<file path="config.mk">
export PLATFORM = sky130hd
export DESIGN_NAME = pulse_interval_meter
export DESIGN_NICKNAME = d
export VERILOG_FILES = /design/src/rtl/pulse_interval_meter.sv
export SDC_FILE = /design/constraint.sdc
export NUM_CORES = 1
export LEC_CHECK = 0
export CORE_MARGIN = 1.5
export CORE_UTILIZATION = 56
export DETAILED_ROUTE_END_ITERATION = 7
export PLACE_DENSITY = 0.81
export SLEW_MARGIN = 20
export SYNTH_ARGS = -nofsm -noshare
export SYNTH_HDL_FRONTEND = slang
export SYNTH_SLANG_ARGS = --single-unit
export TNS_END_PERCENT = 1
</file>
<file path="constraint.sdc">
create_clock -name clk -period 3.3 [get_ports clk]
set_input_delay 0.33 -clock clk [delete_from_list [all_inputs] [get_ports clk]]
set_output_delay 0.33 -clock clk [all_outputs]
set_load 0.03 [all_outputs]
</file>
<file path="src/rtl/pulse_interval_meter.sv">
// pulse_interval_meter
//
// Measures the number of clock cycles between consecutive single-cycle pulses
// from the upstream edge detector. Each interval is queued in a small
// first-word-fall-through FIFO that a consumer drains over valid/ready.
// A measurement that runs to TIMEOUT-1 cycles without a pulse is aborted with
// a one-cycle strobe. A record arriving at a full FIFO with no pop in the same
// cycle is dropped and sets the sticky overflow flag.
//
// Optional build macro: PULSE_INTERVAL_MINMAX_EN
//   When defined, min_o/max_o track the smallest/largest accepted interval.
//   When undefined, min_o is tied to all-ones and max_o to zero.
//
// Ports:
//   clk           clock
//   rst_n         asynchronous active-low reset
//   pulse_in      single-cycle event pulse
//   clr           synchronous clear of FSM, FIFO, flags and min/max
//   m_valid       FIFO head holds a valid interval (decoded from FIFO state)
//   m_ready       consumer accepts the head this cycle
//   m_data        interval at the FIFO head, 0 when empty
//   fifo_level    current FIFO occupancy
//   timeout_pulse one-cycle strobe when a measurement times out
//   overflow      sticky flag, set when a record is dropped
//   min_o/max_o   smallest/largest accepted interval

module pulse_interval_meter #(
  parameter int unsigned CNT_W      = 16,
  parameter int unsigned FIFO_DEPTH = 4,
  parameter int unsigned TIMEOUT    = 50000
) (
  input  logic                          clk,
  input  logic                          rst_n,
  input  logic                          pulse_in,
  input  logic                          clr,
  output logic                          m_valid,
  input  logic                          m_ready,
  output logic [CNT_W-1:0]              m_data,
  output logic [$clog2(FIFO_DEPTH):0]   fifo_level,
  output logic                          timeout_pulse,
  output logic                          overflow,
  output logic [CNT_W-1:0]              min_o,
  output logic [CNT_W-1:0]              max_o
);

  localparam int unsigned PTR_W = $clog2(FIFO_DEPTH);
  localparam int unsigned LVL_W = PTR_W + 1;

  localparam logic [CNT_W-1:0] CntLast = CNT_W'(TIMEOUT - 1);
  localparam logic [CNT_W-1:0] CntOne  = CNT_W'(1);
  localparam logic [LVL_W-1:0] LvlFull = LVL_W'(FIFO_DEPTH);

  typedef enum logic [0:0] {StIdle, StMeas} state_e;

  state_e            state_q, state_d;
  logic [CNT_W-1:0]  cnt_q, cnt_d;
  logic              timeout_q, timeout_d;
  logic              overflow_q, overflow_d;

  logic [CNT_W-1:0]  mem_q [FIFO_DEPTH];
  logic [CNT_W-1:0]  mem_d [FIFO_DEPTH];
  logic [PTR_W-1:0]  wr_ptr_q, wr_ptr_d;
  logic [PTR_W-1:0]  rd_ptr_q, rd_ptr_d;
  logic [LVL_W-1:0]  level_q, level_d;

  logic not_empty;
  logic full;
  logic pop;
  logic push_req;
  logic push;
  logic drop;

  // Handshake and push decode. clr suppresses both sides so that it wins over
  // every other event in the same cycle.
  always_comb begin
    not_empty = (level_q != '0);
    full      = (level_q == LvlFull);
    pop       = not_empty && m_ready && !clr;
    push_req  = (state_q == StMeas) && pulse_in && !clr;
    // A full FIFO still accepts a push when the head leaves in the same cycle.
    push      = push_req && (!full || pop);
    drop      = push_req && full && !pop;
  end

  // Measurement FSM and flags.
  always_comb begin
    state_d    = state_q;
    cnt_d      = cnt_q;
    timeout_d  = 1'b0;
    overflow_d = overflow_q | drop;

    if (clr) begin
      state_d    = StIdle;
      cnt_d      = '0;
      overflow_d = 1'b0;
    end else begin
      unique case (state_q)
        StIdle: begin
          if (pulse_in) begin
            state_d = StMeas;
            cnt_d   = CntOne;
          end
        end
        StMeas: begin
          // A pulse on the last allowed cycle wins over the timeout.
          if (pulse_in) begin
            cnt_d = CntOne;
          end else if (cnt_q == CntLast) begin
            state_d   = StIdle;
            cnt_d     = '0;
            timeout_d = 1'b1;
          end else begin
            cnt_d = cnt_q + CntOne;
          end
        end
        default: begin
          state_d = StIdle;
          cnt_d   = '0;
        end
      endcase
    end
  end

  always_ff @(posedge clk or negedge rst_n) begin
    if (!rst_n) begin
      state_q    <= StIdle;
      cnt_q      <= '0;
      timeout_q  <= 1'b0;
      overflow_q <= 1'b0;
    end else begin
      state_q    <= state_d;
      cnt_q      <= cnt_d;
      timeout_q  <= timeout_d;
      overflow_q <= overflow_d;
    end
  end

  // FIFO next state. Pointers wrap naturally because FIFO_DEPTH is a power of 2.
  always_comb begin
    for (int i = 0; i < FIFO_DEPTH; i++) begin
      mem_d[i] = mem_q[i];
    end
    wr_ptr_d = wr_ptr_q;
    rd_ptr_d = rd_ptr_q;
    level_d  = level_q;

    if (clr) begin
      wr_ptr_d = '0;
      rd_ptr_d = '0;
      level_d  = '0;
    end else begin
      if (push) begin
        mem_d[wr_ptr_q] = cnt_q;
        wr_ptr_d        = wr_ptr_q + PTR_W'(1);
      end
      if (pop) begin
        rd_ptr_d = rd_ptr_q + PTR_W'(1);
      end
      level_d = level_q + LVL_W'(push) - LVL_W'(pop);
    end
  end

  always_ff @(posedge clk or negedge rst_n) begin
    if (!rst_n) begin
      for (int i = 0; i < FIFO_DEPTH; i++) begin
        mem_q[i] <= '0;
      end
      wr_ptr_q <= '0;
      rd_ptr_q <= '0;
      level_q  <= '0;
    end else begin
      for (int i = 0; i < FIFO_DEPTH; i++) begin
        mem_q[i] <= mem_d[i];
      end
      wr_ptr_q <= wr_ptr_d;
      rd_ptr_q <= rd_ptr_d;
      level_q  <= level_d;
    end
  end

  // Head is presented straight from FIFO state; zero while empty.
  always_comb begin
    m_valid = not_empty;
    m_data  = not_empty ? mem_q[rd_ptr_q] : '0;
  end

  assign fifo_level    = level_q;
  assign timeout_pulse = timeout_q;
  assign overflow      = overflow_q;

`ifdef PULSE_INTERVAL_MINMAX_EN
  logic [CNT_W-1:0] min_q, min_d;
  logic [CNT_W-1:0] max_q, max_d;

  // Only records that actually enter the FIFO update the statistics.
  always_comb begin
    min_d = min_q;
    max_d = max_q;
    if (clr) begin
      min_d = '1;
      max_d = '0;
    end else if (push) begin
      if (cnt_q < min_q) begin
        min_d = cnt_q;
      end
      if (cnt_q > max_q) begin
        max_d = cnt_q;
      end
    end
  end

  always_ff @(posedge clk or negedge rst_n) begin
    if (!rst_n) begin
      min_q <= '1;
      max_q <= '0;
    end else begin
      min_q <= min_d;
      max_q <= max_d;
    end
  end

  assign min_o = min_q;
  assign max_o = max_q;
`else
  assign min_o = '1;
  assign max_o = '0;
`endif

endmodule

</file>
==> flow_metrics.py, run 1 <==
metrics = {
    "synth": {
        "ys_warn_count": 0,
        "avgSynthCellArea_um2": 12.1,
        "ys_ff_latch": 90,
        "yosysSeqAreaShare_pct": 48.3,
        "synthArstFlopShare_pct": 100,
        "ys_dominant_reg_cell": "dfrtp_1",
        "synth_edf_count": 0,
        "yosysUniqueCellTypes": 43,
        "synth_area_um2": 4660,
        "syn_inst": 385,
    },
    "clock_tree": {
        "clock-sinks": 90,
        "clk_latency_ns": 0.36,
        "hold_buffers": 0,
        "tritoncts": "yes",
        "clock-root-buffer": "clkbuf_8",
        "postCtsSetupBuffers": 0,
        "ctsResizeCount": 0,
        "ctsLongestPathBuffers": 2,
        "h-tree-depth": 3,
        "cts.clk_slew.worst_paths_ns": 0.08,
        "cts_made_buffers": 9,
    },
    "timing": {
        "fin_crit_ns": 2.81,
        "rsz0062_at_grt": "no",
        "finalHoldViolations": 0,
        "layout_setup_ws_ns": 0.493,
        "clock_skew_ns": 0.00771,
        "tns_ns": 0,
        "slew_headroom_pct": 46.1,
        "whs_ns": 0.0186,
        "max_freq_mhz": 356,
        "finalSetupViolCount": 0,
        "tightestPinTransition_ns": 0.808,
        "fin_crit_sh_pct": 85.0,
        "final_max_slew_viol_count": 0,
    },
    "power": {
        "pwr_density_cell_nw_per_um2": 498,
        "leakage_uw": 0.00236,
        "power.total_uw": 2530,
        "max-vdd-ir-drop_mv": 0.321,
    },
    "placement": {
        "place_ws_ns": 0.546,
        "gp_congestion": 0.916,
        "post_dp_cell_area_um2": 4840,
        "dpl.hpwl_um": 5520,
        "io_buffers": 26,
    },
    "floorplanning": {
        "start_util_pct": 57.3,
        "die_width_um": 94.2,
        "core_area_um2": 8130,
        "io_pins": 59,
        "die_height_um": 94.2,
        "rows": 33,
        "die-area_um2": 8880,
    },
    "finish": {
        "nNetsFinal": 409,
        "drive_gt1_share_pct": 28.4,
        "syn2layout_area_growth_pct": 9.18,
        "fillCellCount": 621,
        "n_antenna_cell": 0,
        "multiInputGateArea_um2": 2110,
        "regArea_um2": 2250,
        "final_cell_area_um2": 5090,
        "final_common_cell": "dfrtp_1",
        "final_cell_mix": "90 x dfrtp_1, 64 x mux2_2, 32 x conb_1",
    },
    "setup_path": {
        "cp.depth": 4,
        "r2r_slack_ns": 0.71,
        "r2r-end": "cnt_q[15]",
        "crit_fanout": 13,
        "crit_family": "buffers and inverters",
        "arrival_ns": 2.48,
        "critical_path_class": "register to output port",
        "startpoint_type": "register",
        "worstPathCellList": "buf_12 > mux4_2 > and2_1 > clkdlybuf4s50_1",
        "critPathBufInv": 2,
        "required_ns": 2.97,
        "endpoint_kind": "output port",
        "crit_path_top_delay_cell": "dfrtp_1",
        "max_stage_delay_ns": 0.62,
        "timing.rr.start": "cnt_q[0]",
        "worstRegToRegCells": 5,
        "crit_start": "rd_ptr_q[0]",
    },
    "routing": {
        "wl_um": 8530,
        "drc": 0,
        "drtPass1Iterations": 4,
        "antenna_left": 0,
        "wire_per_inst_um": 16.8,
        "num_vias": 2944,
        "drt_iter0_markers": 261,
        "vias_per_cell": 5.82,
    },
    "grt": {
        "grt_pass1_wl_um": 14100,
        "grt_usage_pct": 21.4,
        "grt_pass1_vias": 2868,
        "grt_max_degree": 91,
        "antenna_found_initial": 0,
        "overflow": 0,
    },
    "job": {
        "maxCapViolations": 0,
    },
    "hold_path": {
        "hp-class": "input pin to asynchronous set/reset pin",
    },
    "run_status": {
        "outcome": "complete, no violations",
    },
}
## registers in the layout, indices dropped and copies added, names as in the netlist
register,count
mem_q,64
state_q,1
overflow,1
fifo_level,3
cnt_q,16
timeout_pulse,1
rd_ptr_q,2
wr_ptr_q,2
## cells by family after synthesis
family / count (synthesis) / share of synthesized area (%)
multiplexers: 80 / 23.2
AO/OA/AOI/OAI: 33 / 4.78
flip-flops: 90 / 48.3
buffers and inverters: 70 / 8.78
other: 2 / 0.161
XOR/XNOR: 7 / 1.32
adder cells (fa/ha/maj): 8 / 2.31
AND/OR/NAND/NOR: 95 / 11.1
## area by class of cell
type	instances	share of cell area (%)
sequential	90	44.3
multi-input combinational	255	41.5
timing repair buffer	33	6.42
tap	105	2.58
clock buffer	9	2.43
clock inverter	7	2.29
inverter	7	0.516
## how the worst max path moves through the flow
stage,slack [ns],to
3_3_place_gp,0.66,fifo_level[2]
2_1_floorplan,0.67,fifo_level[2]
5_1_grt,0.36,m_data[1]
4_1_cts,0.43,m_data[4]
3_5_place_dp,0.55,fifo_level[2]
6_report,0.49,m_data[4]
## where the power goes
| part | total [uW] | switching, uW | internal, uW | leakage, uW |
|---|---|---|---|---|
| Sequential | 1190 | 53.8 | 1130 | 0.00125 |
| Clock | 889 | 386 | 503 | 0.000120 |
| Combinational | 458 | 276 | 182 | 0.000986 |
| Total | 2530 | 716 | 1820 | 0.00236 |
## metrics by stage
step                      util, %  instances
after global placement       59.6        490
after global routing         62.6        506
final                        62.6        506
after detailed placement     59.6        490
after floorplan                 -        415
after CTS                    62.5        506
## per-layer routing
layer / global-route usage [%] / vias up / routed length, um / share of wire [%]
met5: 0 / - / 0 / 0
met1: 28.2 / 1487 / 3640 / 43
li1: - / 1334 / - / -
met3: 4.29 / 13 / 453 / 5.3
met4: 8.71 / 0 / 106 / 1.2
met2: 34.7 / 110 / 4330 / 51
## synthesized netlist by cell type (all sizes together) (2+ instances only)
master / n / area share [%]
dfrtp: 90 / 48
mux2: 64 / 15
buf: 44 / 6.7
clkbuf: 19 / 1.5
nor2: 19 / 1.5
nand2: 17 / 1.6
a31oi: 16 / 2.1
and2: 16 / 2.1
mux4: 16 / 7.7
nand3: 11 / 1.2
nand4: 9 / 1.2
ha: 7 / 1.9
inv: 7 / 0.56
a21oi: 6 / 0.64
nor4: 5 / 0.67
xor2: 4 / 0.75
o211ai: 3 / 0.48
or4b: 3 / 0.64
xnor2: 3 / 0.56
and3: 2 / 0.27
conb: 2 / 0.16
nand3b: 2 / 0.32
nor2b: 2 / 0.27
nor3: 2 / 0.32
or2: 2 / 0.27
or3: 2 / 0.27
or4: 2 / 0.32
(Power assumes the default switching activity.)
==> run 2, diff against run 1 <==
- CORE_UTILIZATION: 56 -> 63
- DONT_BUFFER_PORTS: default -> 1
- PLACE_DENSITY: 0.81 -> 0.79
==> flow_metrics.py, run 2 (synthesis results as in run 1) <==
metrics = {
    "clock_tree": {
        "clk_latency_ns": 0.36,
        "clock-sinks": 90,
        "postCtsSetupBuffers": 0,
        "ctsLongestPathBuffers": 2,
        "cts.clk_slew.worst_paths_ns": 0.08,
        "clock-root-buffer": "clkbuf_8",
        "h-tree-depth": 3,
        "tritoncts": "yes",
        "cts_made_buffers": 9,
    },
    "hold_path": {
        "min_path_cells": 1,
        "min_to": "rd_ptr_q[1]",
        "worstHoldStart": "clr",
        "hp-class": "input pin to register",
    },
    "finish": {
        "final_common_cell": "dfrtp_1",
        "largest_reg_flops": 64,
        "final_cell_mix": "90 x dfrtp_1, 64 x mux2_2, 32 x conb_1",
        "top_register": "mem_q",
        "syn2layout_area_growth_pct": 2.50,
        "regArea_um2": 2250,
        "drive_gt1_share_pct": 29.4,
        "nNetsFinal": 382,
        "multiInputGateArea_um2": 2110,
        "fillCellCount": 561,
        "n_antenna_cell": 0,
    },
    "timing": {
        "clock_skew_ns": 0.0129,
        "max_freq_mhz": 381,
        "fin_crit_sh_pct": 79.5,
        "finalSetupViolCount": 0,
        "slew_headroom_pct": 42.9,
        "rsz0062_at_grt": "no",
        "final_max_slew_viol_count": 0,
        "tightestPinTransition_ns": 0.857,
        "tns_ns": 0,
        "whs_ns": 0.0284,
        "finalHoldViolations": 0,
        "fin_crit_ns": 2.62,
    },
    "floorplanning": {
        "die-area_um2": 7920,
        "die_width_um": 89.0,
        "io_pins": 59,
        "start_util_pct": 64.6,
        "die_height_um": 89.0,
        "rows": 31,
        "core_area_um2": 7210,
    },
    "placement": {
        "io_buffers": 0,
        "gp_congestion": 0.914,
        "dpl.hpwl_um": 5290,
    },
    "setup_path": {
        "timing.rr.start": "fifo_level[1]",
        "crit_fanout": 7,
        "crit_path_top_delay_cell": "dfrtp_1",
        "startpoint_type": "register",
        "worstRegToRegCells": 12,
        "r2r_slack_ns": 0.68,
        "required_ns": 3.55,
        "endpoint_kind": "register",
        "critical_path_class": "register to register",
        "r2r-end": "fifo_level[2]",
        "max_stage_delay_ns": 0.61,
        "worstPathCellList": "nor2_1 > a311oi_2 > buf_4 > inv_1 > ha_1 > inv_1 > ha_1 > inv_1 > fa_1 > xor2_1 > xnor2_1 > nor2_1",
        "cp_common_cell": "inv_1",
        "arrival_ns": 2.87,
    },
    "grt": {
        "grt_max_degree": 91,
        "grt_usage_pct": 23.9,
        "overflow": 0,
        "antenna_found_initial": 0,
        "grt_pass1_wl_um": 13800,
        "grt_pass1_vias": 2659,
    },
    "power": {
        "pwr_density_cell_nw_per_um2": 488,
        "max-vdd-ir-drop_mv": 0.376,
        "power.total_uw": 2330,
        "leakage_uw": 0.00225,
    },
    "routing": {
        "drtPass1Iterations": 4,
        "vias_per_cell": 5.92,
        "wire_per_inst_um": 18.0,
        "antenna_left": 0,
        "wl_um": 8540,
        "drt_iter0_markers": 224,
        "drc": 0,
        "num_vias": 2798,
    },
    "run_status": {
        "outcome": "complete, no violations",
    },
    "job": {
        "maxCapViolations": 0,
    },
}
run 2: area by class of cell:
| type | count | share of cell area (%) |
|---|---|---|
| clock buffers | 11 | 2.96 |
| clock inverters | 5 | 1.13 |
| inverters | 7 | 0.550 |
| multi-input cells | 255 | 44.2 |
| flip-flops and latches | 90 | 47.1 |
| well taps | 99 | 2.59 |
| repair buffers | 6 | 1.41 |
run 2: worst max-delay path, delay by kind of cell, from the launching register on:
kind,cells,cell delay [ns]
buffers and inverters,4,0.35
XOR/XNOR,2,0.33
adder cells (fa/ha/maj),3,0.76
AND/OR/NAND/NOR,2,0.20
flip-flops,1,0.61
AO/OA/AOI/OAI,1,0.26
run 2: how the worst max path moves through the flow:
stage / from / endpoint / depth (start not counted)
5_1_grt: fifo_level[1] / fifo_level[2] / 12
3_5_place_dp: fifo_level[1] / fifo_level[2] / 12
3_3_place_gp: fifo_level[1] / fifo_level[2] / 12
4_1_cts: fifo_level[1] / fifo_level[2] / 12
6_report: fifo_level[1] / fifo_level[2] / 12
2_1_floorplan: fifo_level[1] / fifo_level[2] / 11
run 2: through the flow:
| stage | utilization, % | area (um^2) | setup WS [ns] | std cells |
|---|---|---|---|---|
| 2_1_floorplan | - | 4770 | 0.670 | 415 |
| 3_5_place_dp | 63.0 | 4540 | 0.683 | 455 |
| 6_report | 66.2 | 4780 | 0.677 | 473 |
| 4_1_cts | 66.2 | 4780 | 0.659 | 473 |
| 5_1_grt | 66.2 | 4780 | 0.486 | 473 |
| 3_3_place_gp | 63.0 | 4540 | 0.776 | 455 |
run 2: timing repair:
item | in CTS | in global routing
hold buffers | 2 | 0
resized for setup | 0 | 0
hold endpoints to repair | 90 | 0
run 2: metal layers:
layer	vias up	global-route usage (%)	wire (um)
met2	90	36.9	4130
met1	1410	32.9	3780
li1	1279	-	-
met4	0	11.7	215
met5	-	0	0
met3	19	4.43	416
run 2: report_power, final:
part,switching (uW),leakage (uW),internal (uW)
registers,63.8,0.00125,1130
logic,256,0.000892,132
clock network,377,0.000103,368
total,697,0.00225,1630
